File: src/rtl/rep_code_pkg.sv
// Shared definitions for the repetition-code transmit/receive pair: defaults,
// FSM state encoding and frame-length helper.
package rep_code_pkg;

  localparam int   DEF_DATA_W = 8;
  localparam int   DEF_REP    = 4;
  localparam logic START_VAL  = 1'b1;

  typedef enum logic {
    IDLE = 1'b0,
    SEND = 1'b1
  } state_t;

  // Chips in one frame: a start bit plus dw data bits, each repeated rep times.
  function automatic int frame_chips(input int dw, input int rep);
    return (1 + dw) * rep;
  endfunction

  // Counter width able to hold 0..n-1, never narrower than one bit.
  function automatic int cnt_w(input int n);
    return (n <= 1) ? 1 : $clog2(n);
  endfunction

endpackage

File: src/rtl/rep_chip_counter.sv
// Chip/bit position counter for one frame: chip_cnt 0..REP-1 inside a bit,
// bit_cnt 0..DATA_W across the frame (0 is the start bit).
module rep_chip_counter
  import rep_code_pkg::*;
#(
  parameter  int DATA_W = DEF_DATA_W,
  parameter  int REP    = DEF_REP,
  localparam int CHIP_W = cnt_w(REP),
  localparam int BIT_W  = cnt_w(DATA_W + 1)
) (
  input  logic              clk,
  input  logic              rst,
  input  logic              i_load,
  input  logic              i_adv,
  output logic [CHIP_W-1:0] o_chip_cnt,
  output logic [BIT_W-1:0]  o_bit_cnt,
  output logic              o_last
);

  localparam logic [CHIP_W-1:0] CHIP_MAX = CHIP_W'(REP - 1);
  localparam logic [BIT_W-1:0]  BIT_MAX  = BIT_W'(DATA_W);

  logic [CHIP_W-1:0] r_chip_cnt;
  logic [BIT_W-1:0]  r_bit_cnt;
  logic              w_chip_wrap;
  logic              w_bit_end;

  assign w_chip_wrap = (r_chip_cnt == CHIP_MAX);
  assign w_bit_end   = (r_bit_cnt == BIT_MAX);

  // NOTE: sequential state uses non-blocking assignments so every register
  // samples the pre-edge values regardless of statement order.
  always_ff @(posedge clk or posedge rst) begin
    if (rst) begin
      r_chip_cnt <= '0;
      r_bit_cnt  <= '0;
    end else if (i_load) begin
      r_chip_cnt <= '0;
      r_bit_cnt  <= '0;
    end else if (i_adv) begin
      if (w_chip_wrap) begin
        r_chip_cnt <= '0;
        r_bit_cnt  <= w_bit_end ? '0 : r_bit_cnt + 1'b1;
      end else begin
        r_chip_cnt <= r_chip_cnt + 1'b1;
      end
    end
  end

  assign o_chip_cnt = r_chip_cnt;
  assign o_bit_cnt  = r_bit_cnt;
  assign o_last     = w_chip_wrap && w_bit_end;

endmodule

File: src/rtl/rep_code_tx.sv
// Repetition-code transmitter: accepts a word on valid/ready and emits a start
// bit then the data MSB first, every bit repeated REP times, one chip per clock.
module rep_code_tx
  import rep_code_pkg::*;
#(
  parameter int DATA_W = DEF_DATA_W,
  parameter int REP    = DEF_REP
) (
  input  logic              clk,
  input  logic              rst,
  input  logic [DATA_W-1:0] in_data,
  input  logic              in_valid,
  output logic              in_ready,
  input  logic              tx_hold,
  output logic              tx_bit,
  output logic              tx_en,
  output logic              tx_last,
  output logic              busy
);

  localparam int                CHIP_W   = cnt_w(REP);
  localparam int                BIT_W    = cnt_w(DATA_W + 1);
  localparam logic [CHIP_W-1:0] CHIP_MAX = CHIP_W'(REP - 1);

  state_t              r_state;
  state_t              w_next_state;
  logic [DATA_W-1:0]   r_shift;
  logic [CHIP_W-1:0]   w_chip_cnt;
  logic [BIT_W-1:0]    w_bit_cnt;
  logic                w_last_cnt;
  logic                w_ready;
  logic                w_accept;
  logic                w_adv;
  logic                w_send;

  assign w_send   = (r_state == SEND);
  assign w_adv    = w_send && !tx_hold;
  assign w_accept = in_valid && in_ready;

  rep_chip_counter #(
    .DATA_W (DATA_W),
    .REP    (REP)
  ) u_cnt (
    .clk        (clk),
    .rst        (rst),
    .i_load     (w_accept),
    .i_adv      (w_adv),
    .o_chip_cnt (w_chip_cnt),
    .o_bit_cnt  (w_bit_cnt),
    .o_last     (w_last_cnt)
  );

  always_ff @(posedge clk or posedge rst) begin
    if (rst) r_state <= IDLE;
    else     r_state <= w_next_state;
  end

  // NOTE: every signal written here gets a default first, so no path through
  // the case leaves one unassigned and no latch is inferred.
  always_comb begin
    w_next_state = r_state;
    w_ready      = 1'b0;
    case (r_state)
      IDLE: begin
        w_ready = 1'b1;
        if (in_valid) w_next_state = SEND;
      end
      SEND: begin
        if (w_last_cnt && !tx_hold) begin
          w_ready      = 1'b1;
          w_next_state = in_valid ? SEND : IDLE;
        end
      end
      default: w_next_state = IDLE;
    endcase
  end

  // Ready is masked by reset so no word is taken while the block is held in reset.
  assign in_ready = w_ready && !rst;

  // NOTE: the word register is reset even though it is don't-care in IDLE,
  // keeping its contents deterministic right after reset.
  // The start bit is not in the register, so the first shift happens at the
  // end of data bit 0 and the MSB is shown while bit_cnt == 1.
  always_ff @(posedge clk or posedge rst) begin
    if (rst) begin
      r_shift <= '0;
    end else if (w_accept) begin
      r_shift <= in_data;
    end else if (w_adv && (w_chip_cnt == CHIP_MAX) && (w_bit_cnt != '0)) begin
      r_shift <= r_shift << 1;
    end
  end

  assign tx_en   = w_send;
  assign busy    = w_send;
  assign tx_last = w_send && w_last_cnt;
  assign tx_bit  = w_send ? ((w_bit_cnt == '0) ? START_VAL : r_shift[DATA_W-1]) : 1'b0;

endmodule
File: config.mk
export PLATFORM = sky130hd
export DESIGN_NAME = rep_code_tx
export DESIGN_NICKNAME = d
export VERILOG_FILES = /design/src/rtl/rep_code_pkg.sv /design/src/rtl/rep_chip_counter.sv /design/src/rtl/rep_code_tx.sv
export SDC_FILE = /design/constraint.sdc
export NUM_CORES = 1
export LEC_CHECK = 0
export CORE_MARGIN = 2
export CORE_UTILIZATION = 53
export DETAILED_ROUTE_END_ITERATION = 8
export MAX_ROUTING_LAYER = met4
export PLACE_DENSITY_LB_ADDON = 0.1
export SETUP_SLACK_MARGIN = 0.2
export SLEW_MARGIN = 30
export SYNTH_ARGS = -nofsm -noshare
export SYNTH_HDL_FRONTEND = slang
export SYNTH_SLANG_ARGS = --single-unit
File: constraint.sdc
create_clock -name clk -period 3.22 [get_ports clk]
set_clock_uncertainty 0.15 [all_clocks]
set_input_delay 0.966 -clock clk [delete_from_list [all_inputs] [get_ports clk]]
set_output_delay 0.966 -clock clk [all_outputs]
set_load 0.005 [all_outputs]
After elaboration in Yosys (flattened, before gate mapping)
Cells that the tools add are included.
Storage, ports and cells
  flip-flop bits (word level): 15
  memories: 0
  ROM bits: 0
  input port bits: 12
  latch bits: 0
  memory bits (writable): 0
  word-level logic and storage cells: 41
Cells by class
  multiplexer cells: 16
  add/sub/neg operators: 2
  multipliers: 0
  reductions and logical operators: 16
  order comparisons: 0
  eq/ne operators: 2
  divide/modulo/power cells: 0
  bitwise operators: 1
  shifts and indexed selects: 0
Operator list (count)
  $mux W4: 4
  $mux W8: 2
  $logic_and A1 B1 Y1: 8
  $mux W2: 3
  $reduce_bool A2 Y1: 3
  $mux W1: 5
  $add A4 B1 Y4 const B: 1
  $eq A4 B4 Y1 const B: 1
  $logic_not A4 Y1: 1
  $pmux W1 S2: 2
  $reduce_bool A4 Y1: 1
  $add A2 B1 Y2 const B: 1
  $eq A2 B2 Y1 const B: 1
  $logic_not A1 Y1: 2
  $reduce_and A2 Y1: 1
  $not A1 Y1: 1

Longest topological paths before layout
  word-level depth: 9
  mapped depth: 7
  mapped depth without buffers: 6

Modules after synthesis
Synthesis repeated with hierarchy kept, for this count alone.
Unflattened totals
  cells, all modules: 97
  area total of the unflattened synthesis: 905.9 um2
Modules (own cells, without submodules)
  rep_code_tx: sequential area each 225.2 um2, instances 1, cells each 61, area each 569.3 um2
  rep_chip_counter: sequential area each 150.1 um2, instances 1, cells each 36, area each 336.6 um2

Worst setup path before layout
No wires, ideal clock.
  path kind: input port to output port
  from: input port tx_hold
  to: output port in_ready
  path slack: 712 ps
  path buffers: 0
  stages: 2
  required time: 2104 ps
  arrival time: 1392 ps
  cells stage by stage: o31a_1 > nor2_1
On the way
  word-level cells in the longest chain between the ends: 5
RTL lines
  start, declared: RTL line rep_code_tx.sv:14  | input logic tx_hold,
  $logic_not A1 Y1: RTL line rep_code_tx.sv:69  | if (w_last_cnt && !tx_hold) begin
  $logic_and A1 B1 Y1: RTL line rep_code_tx.sv:69
  $mux W1: RTL line rep_code_tx.sv:69
  $pmux W1 S2: RTL line rep_code_tx.sv:63  | case (r_state)
  $logic_and A1 B1 Y1: RTL line rep_code_tx.sv:79  | assign in_ready = w_ready && !rst;
  end, declared: RTL line rep_code_tx.sv:13  | output logic in_ready,
Every way passes these cells.

Final worst setup path
Ends and elaborated chain as after synthesis.

==> impl_summary.log <==
[metrics] run status: finished clean
[metrics] number of antenna violations at the first check in global routing: 0
[metrics] Arrival @ worst endpoint: 1.84 ns
[metrics] post-synthesis share of cell area spent on xor and xnor gates: 0.01037
[metrics] Crit Path Class: in -> out
[metrics] CTS max path bufs: 2
[metrics] proportion of layout cells with a drive suffix above 1: 0.2959
[metrics] largest net degree at the start of global routing: 16
[metrics] FFs w/ async S/R, synth: 1.000
[metrics] sequential share of the synthesized area: 0.4444
[metrics] path category of the worst min-delay check: reg -> reg
[metrics] post-layout net count: 114
[metrics] Setup Viol. Count Final: 0
[metrics] placed wire-length estimate after detailed placement: 1.073 mm
[metrics] first-pass GRT wire length: 2.463 mm
[metrics] cell internal power dissipation: 0.5334 mW
[metrics] maximum ir drop on the vdd rail: 0.0003740 V
[metrics] RD Place Congestion: 0.7595
[metrics] post-synthesis mux area share: 0.2415
[metrics] unrepaired setup endpoints after global routing: no
[metrics] Pwr Density: 721.4 nW/µm²
[metrics] row count: 14
[metrics] net switching share of the total power: 0.3270
[metrics] post-route fraction of the period consumed by the critical path: 0.9193
[metrics] logic gate share of total power: 0.455
[metrics] post-synthesis register bit count: 15
[metrics] number of filler cells placed in the layout: 119
[metrics] dominant synthesized flop cell: sky130_fd_sc_hd__dfrtp_1
[metrics] Skew-Pair Late Insertion Delay: 0.30 ns
[metrics] global route total overflow: 0
[metrics] # port buffers: 16
[metrics] number of violations of the max-capacitance limit: 0
[metrics] die width: 43.92 µm
[metrics] Total Power: 0.7925 mW
[metrics] Setup crit end kind: output port
[metrics] fraction of power consumed by sequential logic: 0.401
[metrics] # DRC: 0
[metrics] Post-Synth Simple-Gate Area: 0.1644
[metrics] Total GRT Usage: 0.1955
[metrics] mean cell area of the mapped netlist: 11.41 µm²
[metrics] number of enable flip-flop cells after synthesis: 0
[metrics] post-detailed-route wirelength per cell: 13.29 µm
[metrics] number of buffers created by CTS: 3
[metrics] relative contribution of the clock network to total power: 0.144
[metrics] initial DRC count: 3
[metrics] Net Count, Synth: 89
[metrics] Vias: 606
[metrics] Yosys cell types: 25
[metrics] diodes inserted: 0
[metrics] placed cell area: 1036 µm²
[metrics] Max Fanout on Critical Path: 4
[metrics] Psw: 0.2591 mW
[metrics] category of the worst setup path launch point: input port
[metrics] area of the die: 1929 µm²
[metrics] cell area after synthesis: 844.6 µm²
[metrics] yosys warns: 0
[metrics] synthesized-area fraction occupied by ao, oa, aoi and oai cells: 0.05481
[metrics] Vias per Instance: 5.316
[metrics] slew at the pin closest to its max-slew limit: 0.5867 ns
[metrics] number of failing hold endpoints at the final stage: 0
[metrics] top achievable clock speed: 337.8 MHz
[metrics] final worst slack: 0.2600 ns
[metrics] floorplan die height: 43.92 µm
[metrics] area share of fa/ha/maj cells after synthesis: 0.04444
[metrics] number of global-route vias before repair: 581
[metrics] pre-CTS WS: -0.2216 ns
[metrics] CTS root buffer: sky130_fd_sc_hd__clkbuf_4
[metrics] boundary pin count: 17
[metrics] count of pins over their slew limit: 0
[metrics] gate count of the mapped netlist: 74
[metrics] worst slew margin relative to its limit: 0.6084
[metrics] fin crit period: 2.960 ns
[metrics] clock net sink count: 15
[metrics] number of antenna-violating nets in the routed design: 0
[metrics] leakage power summed over all cells: 0.5104 nW
[metrics] effective utilization at floorplan: 0.5606
[metrics] clk slew on worst S/H paths: 0.10 ns
[metrics] placeable core region: 1506 µm²
[metrics] combinational family with the most area after synthesis: multiplexers
[metrics] total length of routed wires: 1.515 mm
[metrics] H-tree lvl count: 1
[metrics] finished layout cell area: 1099 µm²
[metrics] clock tree from TritonCTS: done
[metrics] drt pass-1 iters: 4
[metrics] required time of the critical path: 2.10 ns
[metrics] Syn-to-layout area delta: 30.07%
==> per-layer routing <==
metal | vias to the layer above | track usage | wire length [µm]
li1 | 305 | - | -
met1 | 285 | 0.2187 | 646
met2 | 11 | 0.2882 | 756
met3 | 5 | 0.08750 | 72
met4 | 0 | 0.1091 | 40
met5 | - | - | 0
==> final cells by class <==
cell class | count | area, µm² | share of cell area
Multi-Input combinational cell | 53 | 459.2 | 0.4180
Sequential cell | 15 | 375.4 | 0.3417
Timing Repair Buffer | 22 | 202.7 | 0.1845
Clock buffer | 4 | 26.28 | 0.02392
Inverter | 4 | 15.01 | 0.01367
Tap cell | 16 | 20.02 | 0.01822
==> timing repair <==
item                       4_1_cts  5_1_grt
buffers inserted                 0        2
setup endpoints to repair        2        1
gates resized for setup          3        3
pin swaps                        0        1
hold buffers                     0        0
==> placed cells by master (no fill, tap or decap), types with 3 or more instances in the layout <==
master / n
sky130_fd_sc_hd__a21oi_1: 4
sky130_fd_sc_hd__buf_4: 6
sky130_fd_sc_hd__clkbuf_4: 3
sky130_fd_sc_hd__clkdlybuf4s50_1: 14
sky130_fd_sc_hd__dfrtp_1: 15
sky130_fd_sc_hd__inv_1: 4
sky130_fd_sc_hd__mux2_2: 11
sky130_fd_sc_hd__mux2_4: 4
sky130_fd_sc_hd__nand2_1: 5
sky130_fd_sc_hd__nor2_1: 6
==> worst paths after layout <==
kind                                    start             endpoint  slack, ns  cells past startpoint
min in group asynchronous                 rst  u_cnt.o_chip_cnt[1]       1.05                      3
hold / removal             u_cnt.o_bit_cnt[1]   u_cnt.o_bit_cnt[1]       0.40                      2
hold reg to reg            u_cnt.o_bit_cnt[1]   u_cnt.o_bit_cnt[1]       0.40                      2
max in group asynchronous                 rst   u_cnt.o_bit_cnt[0]       1.48                      3
setup reg to reg           u_cnt.o_bit_cnt[1]           r_shift[3]       0.99                      8
setup / recovery                      tx_hold             in_ready       0.26                      4
==> metrics by stage <==
| step | std cells | setup TNS, ns | hold WS (ns) | utilization |
|---|---|---|---|---|
| after floorplan | 74 | 0 | 0.3403 | - |
| after global placement | 108 | -0.2045 | 0.3594 | 0.6877 |
| after detailed placement | 108 | -0.2216 | 0.3962 | 0.6877 |
| after CTS | 112 | 0 | 0.4188 | 0.7068 |
| after global routing | 114 | 0 | 0.4327 | 0.7292 |
| final | 114 | 0 | 0.4037 | 0.7292 |
==> flip-flops by register name (all words and copies together) (netlist names) <==
signal and flops:
u_cnt.o_bit_cnt 4, u_cnt.o_chip_cnt 2, r_shift 8, busy 1
==> Yosys cell counts (all sizes together), types with 2 or more instances <==
master	instances	area, µm²
a21oi	4	20.02
buf	2	18.77
dfrtp	15	375.4
ha	3	37.54
inv	4	15.01
mux2	15	183.9
mux2i	2	20.02
nand2	5	18.77
nand3b	2	15.01
nor2	7	28.78
nor2b	2	12.51
nor3	2	10.01
nor3b	2	26.28
o21ai	2	10.01
==> power groups by stage <==
| stage | registers [mW] | logic, mW | clock network, mW |
|---|---|---|---|
| floorplan | 0.304 | 0.237 | 0 |
| global placement | 0.315 | 0.308 | 0 |
| detailed placement | 0.319 | 0.318 | 0 |
| CTS | 0.318 | 0.321 | 0.121 |
| global route | 0.327 | 0.401 | 0.125 |
| finish | 0.318 | 0.361 | 0.114 |
==> kinds of logic after synthesis <==
group,after synthesis
compound gates,8
buf+inv,6
fa+ha+maj,3
xor+xnor,1
mux,17
simple gates,24
flops,15
==> critical path, stage by stage <==
cell and delay (ns):
sky130_fd_sc_hd__dlygate4sd2_1 0.26, sky130_fd_sc_hd__o31a_1 0.30, sky130_fd_sc_hd__nor2_1 0.08, sky130_fd_sc_hd__dlygate4sd2_1 0.24
Power figures use the tool's default switching activity.
==> RTL change (same flow settings) <==
The package constant `DEF_DATA_W` goes from 8 to 10.
--- a/src/rtl/rep_code_pkg.sv
+++ b/src/rtl/rep_code_pkg.sv
@@ -2,7 +2,7 @@
 // FSM state encoding and frame-length helper.
 package rep_code_pkg;
 
-  localparam int   DEF_DATA_W = 8;
+  localparam int   DEF_DATA_W = 10;
   localparam int   DEF_REP    = 4;
   localparam logic START_VAL  = 1'b1;
 
Ports: changed (resized in_data); port bits go from 17 to 19. No check against the original RTL was run, so the function may have changed too.
==> RTL change against the original RTL <==
  * Maximum frequency increased by 4.2%
  * Total power is 4.1% higher
  * Final area is 14% higher
  * Combinational power fell by 5%
  * Cell count grew 24%
  * Critical path depth up 1
  * Sequential cell count is 2 higher
  * Count of clock-buffer cells in the layout did not move
  * Area after synthesis up 16%
  * Worst setup slack better by 0.12 ns
  * Die area up 14%
  * Routed wire length grew 20%
  * Largest cell class unchanged
==> RTL change: results (changes against the original RTL) <==
Critical Path Max Stage Delay 0.49 ns (+0.19 ns); Post-synth top cells dfrtp_1, nor2_1, mux2i_1; Comb pwr share 0.417 (-0.038); post-synthesis adder-cell area fraction 0.0511 (+0.00664); Yosys cell types 30 (+20%); DRT iter0 DRCs 13 (+10); complex-gate fraction of the synthesized area 0.158 (+0.104); VDD IR-drop max 0.000501 V (+34%); Worst path slowest cell clkdlybuf4s50_1; fin crit share 0.883 (-0.0367); DP Cell Count 134 (+24%); end of the critical path tx_bit; multiplexer share of the synthesized area 0.102 (-0.139); Rel. slew slack 0.568 (-0.0402); Seq/Total Area, Yosys 0.434 (-0.0102); worst hold slack 0.378 ns (-0.0257 ns); DR vias 744 (+23%); gr usage total 0.194 (-0.00143); Synth Area in XOR/XNOR 0.00894 (-0.00143); Syn Nets 108 (+21%); DP Wirelength 1310 µm (+22%); Min-Delay Endpoint r_shift[0]; largest net degree at the start of global routing 18 (+2); placed instance area 1190 µm² (+15%); status complete, no violations; Setup crit start u_cnt.o_bit_cnt[1]; FF-to-FF End u_cnt.o_chip_cnt[0]; Max Fanout on Critical Path 5 (+1); ratio of cells with drive above 1 in the final layout 0.276 (-0.0201); final WL 1820 µm (+20%); pre-CTS setup slack -0.202 ns (+0.0192 ns); max reg flops 10 (+2)
## RTL change: area by class of cell
type,count,area (µm²)
clock buffers,4,26.3
multi-input cells,63,500
inverters,5,18.8
flip-flops and latches,17,425
repair buffers,27,248
fillers,140,477
well taps,25,31.3
## RTL change: timing repair
item	4_1_cts	5_1_grt
pin swaps	1	1
resized for setup	6	4
endpoints found under the setup margin	2	3
setup buffers	1	2
## RTL change: stage by stage
stage | total power, mW | setup TNS (ns)
floorplan | 0.606 | 0
global placement | 0.682 | -0.163
detailed placement | 0.703 | -0.202
CTS | 0.816 | 0
global route | 0.892 | 0
finish | 0.825 | 0
## RTL change: routing by layer
layer  up-vias  GRT usage  routed length, µm
li1        371          -                  -
met1       356      0.267                856
met2        13      0.279                865
met3         4     0.0346                 71
met4         0     0.0833                 29
met5         -          -                  0
## RTL change: worst reg2reg max path: stages (launching register included)
cell	delay (ns)
dfrtp_1	0.44
ha_1	0.19
and3b_2	0.26
buf_4	0.15
a22oi_2	0.21
buf_4	0.26
and3_1	0.19
